## src/rtl/hdu_pkg.sv

```systemverilog
// Hazard detection unit types: cause encoding reported alongside stall/flush.
package hdu_pkg;
    typedef enum logic [2:0] {
        NONE     = 3'd0,
        BRANCH   = 3'd1,
        LOAD_USE = 3'd2,
        RAW_LONG = 3'd3,
        WAW_LONG = 3'd4,
        FULL     = 3'd5
    } hazard_cause_t;
endpackage

```

## src/rtl/rv32i_defs.sv

```systemverilog
// Core-wide RV32I architectural constants shared by pipeline blocks.
package rv32i_defs;
    localparam int RF_ADDR_WIDTH = 5;
endpackage

```

## src/rtl/hdu_scoreboard.sv

```systemverilog
// Busy bitmap and outstanding-count tracker for multi-cycle register writes.
module hdu_scoreboard
    import hdu_pkg::*;
#(
    parameter  int ADDR_W      = 5,
    parameter  int MAX_PENDING = 4,
    localparam int NREGS       = 2 ** ADDR_W,
    localparam int CNT_W       = $clog2(MAX_PENDING + 1)
) (
    input  logic              clk,
    input  logic              rst_n,
    input  logic              i_set,
    input  logic [ADDR_W-1:0] i_set_addr,
    input  logic              i_clr,
    input  logic [ADDR_W-1:0] i_clr_addr,
    output logic [NREGS-1:0]  o_busy_eff,
    output logic              o_valid_clr,
    output logic [CNT_W-1:0]  o_pending_count
);
    logic [NREGS-1:0] r_busy;
    logic [CNT_W-1:0] r_count;
    logic [NREGS-1:0] w_wb_mask;
    logic [NREGS-1:0] w_after_clr;
    logic [NREGS-1:0] w_set_mask;
    logic [NREGS-1:0] w_busy_next;
    logic             w_set_new;

    // Any writeback hides its register from this cycle's hazard checks.
    assign w_wb_mask   = i_clr ? (NREGS'(1) << i_clr_addr) : '0;
    assign o_busy_eff  = r_busy & ~w_wb_mask;
    assign o_valid_clr = i_clr && (i_clr_addr != '0) && r_busy[i_clr_addr];

    // Clear applies before set so a same-cycle retire/reissue of X stays busy.
    assign w_after_clr = r_busy & ~w_wb_mask;
    assign w_set_new   = i_set && (i_set_addr != '0) && !w_after_clr[i_set_addr];
    assign w_set_mask  = w_set_new ? (NREGS'(1) << i_set_addr) : '0;
    assign w_busy_next = w_after_clr | w_set_mask;

    always_ff @(posedge clk or negedge rst_n) begin
        if (!rst_n) begin
            r_busy  <= '0;
            r_count <= '0;
        end else begin
            r_busy <= {w_busy_next[NREGS-1:1], 1'b0};
            if (w_set_new && !o_valid_clr)
                r_count <= r_count + CNT_W'(1);
            else if (!w_set_new && o_valid_clr)
                r_count <= r_count - CNT_W'(1);
        end
    end

    assign o_pending_count = r_count;
endmodule

```

## src/rtl/hazard_scoreboard.sv

```systemverilog
// ID-stage hazard detection: load-use, long-op RAW/WAW, scoreboard-full and branch flush.
module hazard_scoreboard
    import hdu_pkg::*;
#(
    parameter  int RF_ADDR_WIDTH = rv32i_defs::RF_ADDR_WIDTH,
    parameter  int MAX_PENDING   = 4,
    localparam int CNT_W         = $clog2(MAX_PENDING + 1)
) (
    input  logic                     clk,
    input  logic                     rst_n,
    input  logic                     idValid,
    input  logic [RF_ADDR_WIDTH-1:0] idRs1,
    input  logic [RF_ADDR_WIDTH-1:0] idRs2,
    input  logic [RF_ADDR_WIDTH-1:0] idRd,
    input  logic                     idUsesRs1,
    input  logic                     idUsesRs2,
    input  logic                     idRegWrite,
    input  logic                     idMemWrite,
    input  logic                     idLongOp,
    input  logic [RF_ADDR_WIDTH-1:0] exRd,
    input  logic                     exMemRead,
    input  logic                     wbValid,
    input  logic [RF_ADDR_WIDTH-1:0] wbRd,
    input  logic                     branchOrJump,
    output logic                     stall_n,
    output logic                     flushIdEx,
    output logic                     flushIfIdExMem,
    output logic [2:0]               hazardCause,
    output logic [CNT_W-1:0]         pendingCount
);
    localparam int NREGS = 2 ** RF_ADDR_WIDTH;

    logic [NREGS-1:0] w_busy_eff;
    logic             w_valid_clr;
    logic [CNT_W-1:0] w_pending;
    logic             w_load_use;
    logic             w_raw_long;
    logic             w_waw_long;
    logic             w_long_wr;
    logic             w_full;
    logic             w_issue;
    hazard_cause_t    w_cause;

    hdu_scoreboard #(
        .ADDR_W      (RF_ADDR_WIDTH),
        .MAX_PENDING (MAX_PENDING)
    ) u_scoreboard (
        .clk             (clk),
        .rst_n           (rst_n),
        .i_set           (w_issue),
        .i_set_addr      (idRd),
        .i_clr           (wbValid),
        .i_clr_addr      (wbRd),
        .o_busy_eff      (w_busy_eff),
        .o_valid_clr     (w_valid_clr),
        .o_pending_count (w_pending)
    );

    // Store data (rs2) is forwarded late from MEM, so only rs1 forces a load-use stall for stores.
    assign w_load_use = idValid && exMemRead && (exRd != '0) &&
                        ((idUsesRs1 && (exRd == idRs1)) ||
                         (idUsesRs2 && (exRd == idRs2) && !idMemWrite));

    assign w_raw_long = idValid &&
                        ((idUsesRs1 && (idRs1 != '0) && w_busy_eff[idRs1]) ||
                         (idUsesRs2 && (idRs2 != '0) && w_busy_eff[idRs2]));

    assign w_waw_long = idValid && idRegWrite && (idRd != '0) && w_busy_eff[idRd];

    assign w_long_wr  = idValid && idLongOp && idRegWrite && (idRd != '0);

    // A retiring entry frees its slot this cycle; a writeback to an idle register frees nothing.
    assign w_full     = w_long_wr && (w_pending == CNT_W'(MAX_PENDING)) && !w_valid_clr;

    always_comb begin
        w_cause = NONE;
        if (branchOrJump)    w_cause = BRANCH;
        else if (w_load_use) w_cause = LOAD_USE;
        else if (w_raw_long) w_cause = RAW_LONG;
        else if (w_waw_long) w_cause = WAW_LONG;
        else if (w_full)     w_cause = FULL;
    end

    always_comb begin
        stall_n        = 1'b1;
        flushIdEx      = 1'b0;
        flushIfIdExMem = 1'b0;
        case (w_cause)
            NONE: ;
            BRANCH: begin
                flushIdEx      = 1'b1;
                flushIfIdExMem = 1'b1;
            end
            default: begin
                stall_n   = 1'b0;
                flushIdEx = 1'b1;
            end
        endcase
    end

    assign w_issue      = w_long_wr && (w_cause == NONE);
    assign hazardCause  = w_cause;
    assign pendingCount = w_pending;
endmodule

```

## config.mk

```make
export PLATFORM = sky130hd
export DESIGN_NAME = hazard_scoreboard
export DESIGN_NICKNAME = d
export VERILOG_FILES = /design/src/rtl/hdu_pkg.sv /design/src/rtl/rv32i_defs.sv /design/src/rtl/hdu_scoreboard.sv /design/src/rtl/hazard_scoreboard.sv
export SDC_FILE = /design/constraint.sdc
export NUM_CORES = 1
export LEC_CHECK = 0
export CORE_MARGIN = 2
export CORE_UTILIZATION = 37
export CTS_BUF_LIST = sky130_fd_sc_hd__clkbuf_2 sky130_fd_sc_hd__clkbuf_4 sky130_fd_sc_hd__clkbuf_8
export CTS_CLUSTER_DIAMETER = 200
export DETAILED_ROUTE_END_ITERATION = 16
export GPL_TIMING_DRIVEN = 0
export PLACE_DENSITY = 0.64
export SKIP_CTS_REPAIR_TIMING = 1
export SYNTH_ARGS = -nofsm -noshare
export SYNTH_HDL_FRONTEND = slang
export SYNTH_HIERARCHICAL = 1
export SYNTH_SLANG_ARGS = --single-unit
```

## constraint.sdc

```tcl
create_clock -name clk -period 9.1 [get_ports clk]
set_input_delay 1.82 -clock clk [delete_from_list [all_inputs] [get_ports clk]]
set_output_delay 1.82 -clock clk [all_outputs]
set_load 0.02 [all_outputs]
```

### Word-level counts from Yosys, hierarchy flattened

Index checks and enable logic that the tools add are counted.

* flip-flop bits (word level): 34
* logic and storage cells: 77
* output and inout bits: 9
* bits of input ports: 36

* bitwise gates (word level): 3
* shift-type cells: 2
* equal/unequal tests: 4
* muxes and demuxes: 20
* reductions and logical operators: 40
* magnitude comparators: 4
* $add $sub $neg: 2

Operator list (number)
* 2-to-1 mux 32 bit: 2
* << shifter 1 x 5 -> 32 bit (first input constant): 2
* bitwise AND 32 bit: 1
* inverter 32 bit: 1
* bitwise OR 32 bit: 1
* logical AND 1 bit: 26
* nonzero test 5 bit: 5
* less-than comparator 5 x 6 -> 1 bit (second input constant): 4
* 2-to-1 mux 3 bit: 7
* binary-select mux 1 bit (select 5 bit): 4
* equality test 5 bit: 2
* 2-to-1 mux 1 bit: 7
* logical NOT 1 bit: 4
* adder 3 x 1 -> 3 bit (second input constant): 1
* equality test 3 x 1 -> 1 bit (second input constant): 1
* equality test 3 bit (second input constant): 1
* logical NOT 3 bit: 1
* subtractor 3 x 1 -> 3 bit (second input constant): 1
* logical OR 1 bit: 2
* nonzero test 2 bit: 1
* OR reduction 2 bit: 1

### Depth between registers and ports, before layout

* depth after elaboration: 20
* gate-level depth with buffers: 23
* mapped depth without buffers: 21

### Cells and area by module

Netlist, hierarchy kept.

Modules (own cells, without submodules)
* hdu_scoreboard: area an instance 2379.8 µm², times used 1, seq. area each 850.8 µm², cells each 247
* hazard_scoreboard: area an instance 1268.7 µm², times used 1, seq. area each 0.0 µm², cells each 124

### Worst setup path after synthesis

OpenSTA, ideal clock, no wires.

* kind: input to register
* start: input wbRd[4]
* end: register u_scoreboard.r_count[2], in the netlist u_scoreboard/o_pending_count[2]
* path buffers: 2
* data required time: 9020 ps
* cell stages on the path: 20
* arrival: 6499 ps
* setup time: 80 ps
* slack: 2521 ps
* path through: clkbuf_1 nand4b_1 o21ai_0 inv_1 mux4_2 a311o_1 o21ai_2 a31oi_4 nor4_1 o211ai_1 a221o_1 a32o_1 buf_6 a22oi_1 ha_1 inv_1 fa_1 xor2_1 nor2_1 xor2_1

* word-level cells in the longest chain between the ends: 19
* elaborated cells between the ends (all ways): 37
* those cells by class: shift (1); mux (15); bitwise (2); reduce/logical (19)

Ends and longest elaborated chain
* from (decl): line hazard_scoreboard.sv:23 `input logic [RF_ADDR_WIDTH-1:0] wbRd,`
* << shifter 1 x 5 -> 32 bit *: line hdu_scoreboard.sv:29 `assign w_wb_mask = i_clr ? (NREGS'(1) << i_clr_addr) : '0;`
* 2-to-1 mux 32 bit *: line hdu_scoreboard.sv:29
* inverter 32 bit *: line hdu_scoreboard.sv:30 `assign o_busy_eff = r_busy & ~w_wb_mask;`
* bitwise AND 32 bit *: line hdu_scoreboard.sv:30
* net w_busy_eff[15]: line hazard_scoreboard.sv:33 `logic [NREGS-1:0] w_busy_eff;`
* binary-select mux 1 bit (select 5 bit) (on tied branches): line hazard_scoreboard.sv:65, hazard_scoreboard.sv:66
* 2-to-1 mux 1 bit (on tied branches): line hazard_scoreboard.sv:65, hazard_scoreboard.sv:66
* logical AND 1 bit (on tied branches): line hazard_scoreboard.sv:65, hazard_scoreboard.sv:66
* [4 not listed]
* 2-to-1 mux 3 bit *: line hazard_scoreboard.sv:77 `if (branchOrJump) w_cause = BRANCH;`
* logical NOT 3 bit *: line hazard_scoreboard.sv:101 `assign w_issue = w_long_wr && (w_cause == NONE);`
* logical AND 1 bit *: line hazard_scoreboard.sv:101
* net w_issue: line hazard_scoreboard.sv:41 `logic w_issue;`
* logical AND 1 bit * (2 in a row): line hdu_scoreboard.sv:35 `assign w_set_new = i_set && (i_set_addr != '0) && !w_after_clr[i_set_addr];`
* logical NOT 1 bit: line hdu_scoreboard.sv:47 `else if (!w_set_new && o_valid_clr)`
* logical AND 1 bit: line hdu_scoreboard.sv:47
* nonzero test 2 bit (no source line)
* to (signal assigned): line hdu_scoreboard.sv:46 `r_count <= r_count + CNT_W'(1);`
* to (signal assigned): line hdu_scoreboard.sv:48 `r_count <= r_count - CNT_W'(1);`
* to (decl): line hdu_scoreboard.sv:21 `logic [CNT_W-1:0] r_count;`

Mark *: on every way through the listed nets, which the timed path passes. The rest lies on a longest branch. The select of a mux whose other input is x is not followed.
A chain may end at the register's enable or synchronous reset.

### Worst setup path after layout

* start: input wbRd[1]
* end: output hazardCause[2]

* elaborated cells between the ends (all ways): 27
* those cells by class: shift (1); mux (14); bitwise (2); reduce/logical (10)

RTL lines
* binary-select mux 1 bit (select 5 bit) / nonzero test 5 bit (equally long branches): line hdu_scoreboard.sv:31 `assign o_valid_clr = i_clr && (i_clr_addr != '0) && r_busy[i_clr_addr];`
* 2-to-1 mux 1 bit (not written as such) / logical AND 1 bit (equally long branches): line hdu_scoreboard.sv:31
* logical AND 1 bit *: line hdu_scoreboard.sv:31
* net w_valid_clr: line hazard_scoreboard.sv:34 `logic w_valid_clr;`
* logical NOT 1 bit *: line hazard_scoreboard.sv:73 `assign w_full = w_long_wr && (w_pending == CNT_W'(MAX_PENDING)) && !w_valid_clr;`
* logical AND 1 bit *: line hazard_scoreboard.sv:73
* 2-to-1 mux 3 bit *: line hazard_scoreboard.sv:81 `else if (w_full) w_cause = FULL;`
* 2-to-1 mux 3 bit *: line hazard_scoreboard.sv:80 `else if (w_waw_long) w_cause = WAW_LONG;`
* 2-to-1 mux 3 bit *: line hazard_scoreboard.sv:79 `else if (w_raw_long) w_cause = RAW_LONG;`
* 2-to-1 mux 3 bit *: line hazard_scoreboard.sv:78 `else if (w_load_use) w_cause = LOAD_USE;`
* 2-to-1 mux 3 bit *: line hazard_scoreboard.sv:77
* to (decl): line hazard_scoreboard.sv:28 `output logic [2:0] hazardCause,`

Marks and branches as above.

==> key figures <==
Run status
  • Outcome: finished clean

Run
  • Max-cap violations: 0

Clock network
  • CTS tree: yes
  • CTS max path bufs: 2
  • Clock sink total: 34
  • Total CTS buffers: 5
  • CTS clk-pin slew, worst paths: 60 ps
  • Worst skew pair latency: 280 ps
  • CTS root buffer: clkbuf_8
  • H-tree levels: 2

STA
  • Setup TNS: 0 ps
  • Slew Limit Fails: 0
  • Slew headroom: 39.4%
  • Endpoints failing setup: 0
  • Peak Freq: 129 MHz
  • Post-layout min period: 7740 ps
  • RSZ-0062 raised after global routing: no
  • Fin. Hold Viols: 0
  • Fin worst setup slack: 1360 ps
  • Fin crit share: 85.1%
  • Clock skew: 5.10 ps
  • Worst-Margin Slew: 902 ps

Global routing
  • Gr usage total: 22.3%
  • First-pass GRT wire length: 18,000 µm
  • GR Overflow Total: 0
  • Initial antenna violation count: 0
  • Pin count of the biggest net entering global routing: 35
  • Vias in the first global route: 3,329

Synthesis
  • Syn nets: 409
  • Netlist cell types: 73
  • Sequential area share after synthesis: 23.3%
  • FF+latch count, synth: 34
  • Yosys warns: 6
  • Post-synthesis cell count: 371
  • Post-synthesis async set-or-reset flop share: 100%
  • Number of synthesized flops with an enable pin: 0
  • Mapped Area: 0.00365 mm²
  • Avg Synthesized Cell Area: 9.83 µm²
  • Ys flop type: dfrtp_1

Floorplan
  • Total die area: 0.0107 mm²
  • Boundary pin count: 45
  • Die height: 103 µm
  • Num rows: 36
  • Die X: 103 µm
  • Core area: 0.00968 mm²
  • Initial Util: 37.7%

Cells and area
  • Share of cells above drive strength 1: 16.2%
  • Final instance area: 0.00425 mm²
  • Sequential standard cell area: 851 µm²
  • Antenna Cells: 0
  • Most frequent cells in the layout: clkdlybuf4s50_1 (34), dfrtp_1 (34), inv_1 (24), mux4_2 (23), mux2i_1 (23)
  • Util after Layout: 43.9%
  • Filler cells: 972
  • Layout overhead on the synthesized area: 16.5%
  • Nets: 451
  • Area of the multi-input gates: 0.00254 mm²
  • Non-filler cells, final: 546

Worst setup path
  • Slowest CP cell: clkdlybuf4s50_1
  • Class of the most critical setup path: primary input to output pin
  • CP Cell Sequence: clkdlybuf4s50_1 > buf_1 > mux2_2 > nand2_1 > o21ai_0 > mux4_2 > o211ai_1 > inv_1 > nor4b_1 > nand2_1 > a21oi_1 > nor3b_1 > clkdlybuf4s50_1
  • Critical Path RT: 7280 ps
  • R2r setup slk: 4020 ps
  • Critical Path Sink Type: output pin
  • Largest stage delay, worst path: 630 ps
  • CP max FO: 10
  • Crit path DAT: 5920 ps
  • Startpoint types: primary input

Route
  • Number of iterations in the first detailed-routing pass: 5
  • Routed vias/inst: 6.41
  • Routed wire per std cell: 21.1 µm
  • Initial detailed-routing violation count: 342
  • WL final: 11,500 µm
  • DR vias: 3,500
  • # DRC: 0
  • Post-route ant nets: 0

Power and ir drop
  • P per Cell Area: 115 mW/mm²
  • Peak VDD IR: 0.0000486 V
  • Leakage: 1.72 nW

Placed design
  • Worst slack at placement: 997 ps
  • Port Buffers: 35
  • GP Congestion: 0.978
  • DP Area: 0.00416 mm²
  • DP Wirelength: 8970 µm
  • Dpl cells: 539

Min path
  • Min-delay worst type: flip-flop to flip-flop
## area by class of cell
class	count	area share [%]
Multi-Input combinational cell	281	59.8
Sequential cell	34	20.0
Timing Repair Buffer	35	8.12
Buffer	31	3.97
Tap cell	133	3.92
Inverter	25	2.21
Clock buffer	7	1.97
## worst paths after layout
| kind | start | end | cells after the start |
|---|---|---|---|
| max | wbRd[1] | hazardCause[2] | 13 |
| min | u_scoreboard/o_pending_count[2] | u_scoreboard/o_pending_count[2] | 1 |
| max reg2reg | u_scoreboard/r_busy[11] | u_scoreboard/o_pending_count[2] | 19 |
| min reg2reg | u_scoreboard/o_pending_count[2] | u_scoreboard/o_pending_count[2] | 1 |
| max in group asynchronous | rst_n | u_scoreboard/r_busy[4] | 1 |
| min in group asynchronous | rst_n | u_scoreboard/r_busy[10] | 1 |
## report_power, final
group,total (mW),internal [mW],switching (mW)
clock network,0.109,0.0586,0.0505
registers,0.184,0.169,0.0152
logic,0.197,0.0911,0.106
## registers in the layout, summed over array words and instances (netlist names)
name / count
u_scoreboard/o_pending_count: 3
u_scoreboard/r_busy: 31
## through the flow
stage / total power [mW] / hold WS (ps)
2_1_floorplan: 0.308 / 479
3_3_place_gp: 0.376 / 475
3_5_place_dp: 0.380 / 483
4_1_cts: 0.489 / 495
5_1_grt: 0.515 / 511
6_report: 0.490 / 484
## per-layer routing
layer,up-vias,GRT usage (%),part of all wire [%],wire (µm)
li1,1525,-,-,-
met1,1743,30.8,41,4740
met2,203,36.8,48,5560
met3,29,3.63,8.1,934
met4,0,5.67,2.5,283
met5,-,0,0,0
## synthesized netlist by cell type (10+ instances only)
cell type	count	area, µm²
dfrtp_1	34	851
inv_1	24	90.1
mux2i_1	23	230
mux4_2	23	518
o21ai_0	22	110
nand2_1	19	71.3
o21bai_1	16	120
clkbuf_1	14	52.6
nand3_1	11	55.1
o21a_1	11	82.6
nor2b_1	10	62.6
xnor2_1	10	87.6
## worst max-delay path: cells and delay by family
family / cells / cell delay, ps
buffers and inverters: 4 / 1820
AOI/OAI and AO/OA: 3 / 680
muxes: 2 / 880
and+or+nand+nor: 4 / 720
## kinds of logic (layout without fill, tap and decap cells)
| logic type | count (synthesis) | after routing | synth area share, % |
|---|---|---|---|
| compound gates | 109 | 109 | 24.1 |
| fa+ha+maj | 2 | 2 | 0.892 |
| mux | 55 | 55 | 24.9 |
| other cells | 1 | 1 | 0.103 |
| simple gates | 100 | 100 | 16.1 |
| flops | 34 | 34 | 23.3 |
| buf+inv | 56 | 98 | 7.20 |
| xor+xnor | 14 | 14 | 3.36 |
No activity file was read; power rests on OpenSTA's default activity.
==> variant: new RTL, config.mk and constraints unchanged <==
`RF_ADDR_WIDTH`: 5 -> 6.
--- a/src/rtl/rv32i_defs.sv
+++ b/src/rtl/rv32i_defs.sv
@@ -1,5 +1,5 @@
 // Core-wide RV32I architectural constants shared by pipeline blocks.
 package rv32i_defs;
-    localparam int RF_ADDR_WIDTH = 5;
+    localparam int RF_ADDR_WIDTH = 6;
 endpackage
 
Interface: changed (5 resized); port bits go from 45 to 50. No check against the original RTL was run, so the function may have changed too.
==> variant against the unedited design <==
Core utilization fell by 0.96 points. Clock power is 140% higher. Non-clock buffer count grew 32. Cell area is 82% higher. Area after synthesis grew 87%. Setup slack worse by 1.1 ns. Total power grew 73%. First-iteration DRC count grew to 3.2 times the old value. Routed wire length up 130%. Sequential cell count increased by 32. Global-route usage rose by 3.9 points. Sequential power is 76% higher. Synthesized cell count up 89%. Largest power group is now registers.
==> variant: results (changes against the unedited design) <==
| Metric | Value |
|---|---|
| Status | `complete, no violations` |
| Static Leak | `0.003313 uW (+93%)` |
| Vias in the first global route | `6245 (+88%)` |
| CP max stage cell | `nor4b_1` |
| Synth top area cells | `dfrtp_1 (24%), mux4_2 (15%), mux2i_1 (5.3%), mux4_1 (4.2%), o31ai_1 (3.5%)` |
| Routing usage on met2 | `39.02% (+2.3 points)` |
| Post-synth net total | `744 (+82%)` |
| Gpl congestion | `1.000 (+2.2%)` |
| Final nets | `798 (+77%)` |
| Number of flip-flops under the largest register name | `63 (+100%)` |
| Dpl cells | `974 (+81%)` |
| Initial antenna violation count | `1 (+1)` |
| Synth cell count leaders | `dfrtp_1 (66), nand2_1 (59), inv_1 (55)` |
| Port bufs | `44 (+26%)` |
| Worst Path Max Fanout | `19 (+9)` |
| Pre-antenna DRT Iters | `6 (+1)` |
| Worst EP arrival | `7.01 ns (+1.09 ns)` |
| Netlist cell types | `91 (+25%)` |
| Worst Skew | `0.01012 ns (+0.005014 ns)` |
| Synth Area in Adders | `0.4774% (-0.41 points)` |
| WL final | `25.92 mm (+130%)` |
| Detailed-route via count | `6732 (+92%)` |
| Metal2 WL | `11.51 mm (+110%)` |
| R2R Setup Slk | `4.17 ns (+0.15 ns)` |
| Reg-to-Reg End | `u_scoreboard/o_pending_count[1]` |
| Slew HR | `31.47% (-7.9 points)` |
| Total GRT Usage | `26.27% (+3.9 points)` |
| Dpl ws | `-0.1979 ns (-1.195 ns)` |
| Clock transition at path regs | `0.08 ns (+0.02 ns)` |
| Met3 Track Usage GR | `6.056% (+2.4 points)` |
| DRT iter0 DRCs | `1098 (+220%)` |
variant: changes by cell type after synthesis, moves of 9 or more:
cell / unedited run / this run
a21oi_1: 4 / 16
inv_1: 24 / 55
mux2i_1: 23 / 36
buf_2: 9 / 29
nor2_1: 9 / 18
dfrtp_1: 34 / 66
nand2_1: 19 / 59
o21ai_0: 22 / 34
mux4_2: 23 / 46
o31ai_1: 1 / 32
variant: report_power, final:
group	leakage [uW]	switching (uW)	internal [uW]	total (uW)
combinational	0.00230	156	109	264
clock	0.000105	119	140	259
sequential	0.000909	14.6	309	323
variant: layout make-up:
| class | count | area, um2 | share of cell area [%] |
|---|---|---|---|
| timing repair buffer | 44 | 437.9 | 5.659 |
| clock buffer | 11 | 151.4 | 1.956 |
| multi-input combinational | 524 | 4664 | 60.27 |
| buffer | 54 | 284.0 | 3.670 |
| inverter | 56 | 210.2 | 2.716 |
| sequential | 66 | 1652 | 21.34 |
| clock inverter | 5 | 52.55 | 0.6791 |
| tap | 229 | 286.5 | 3.703 |
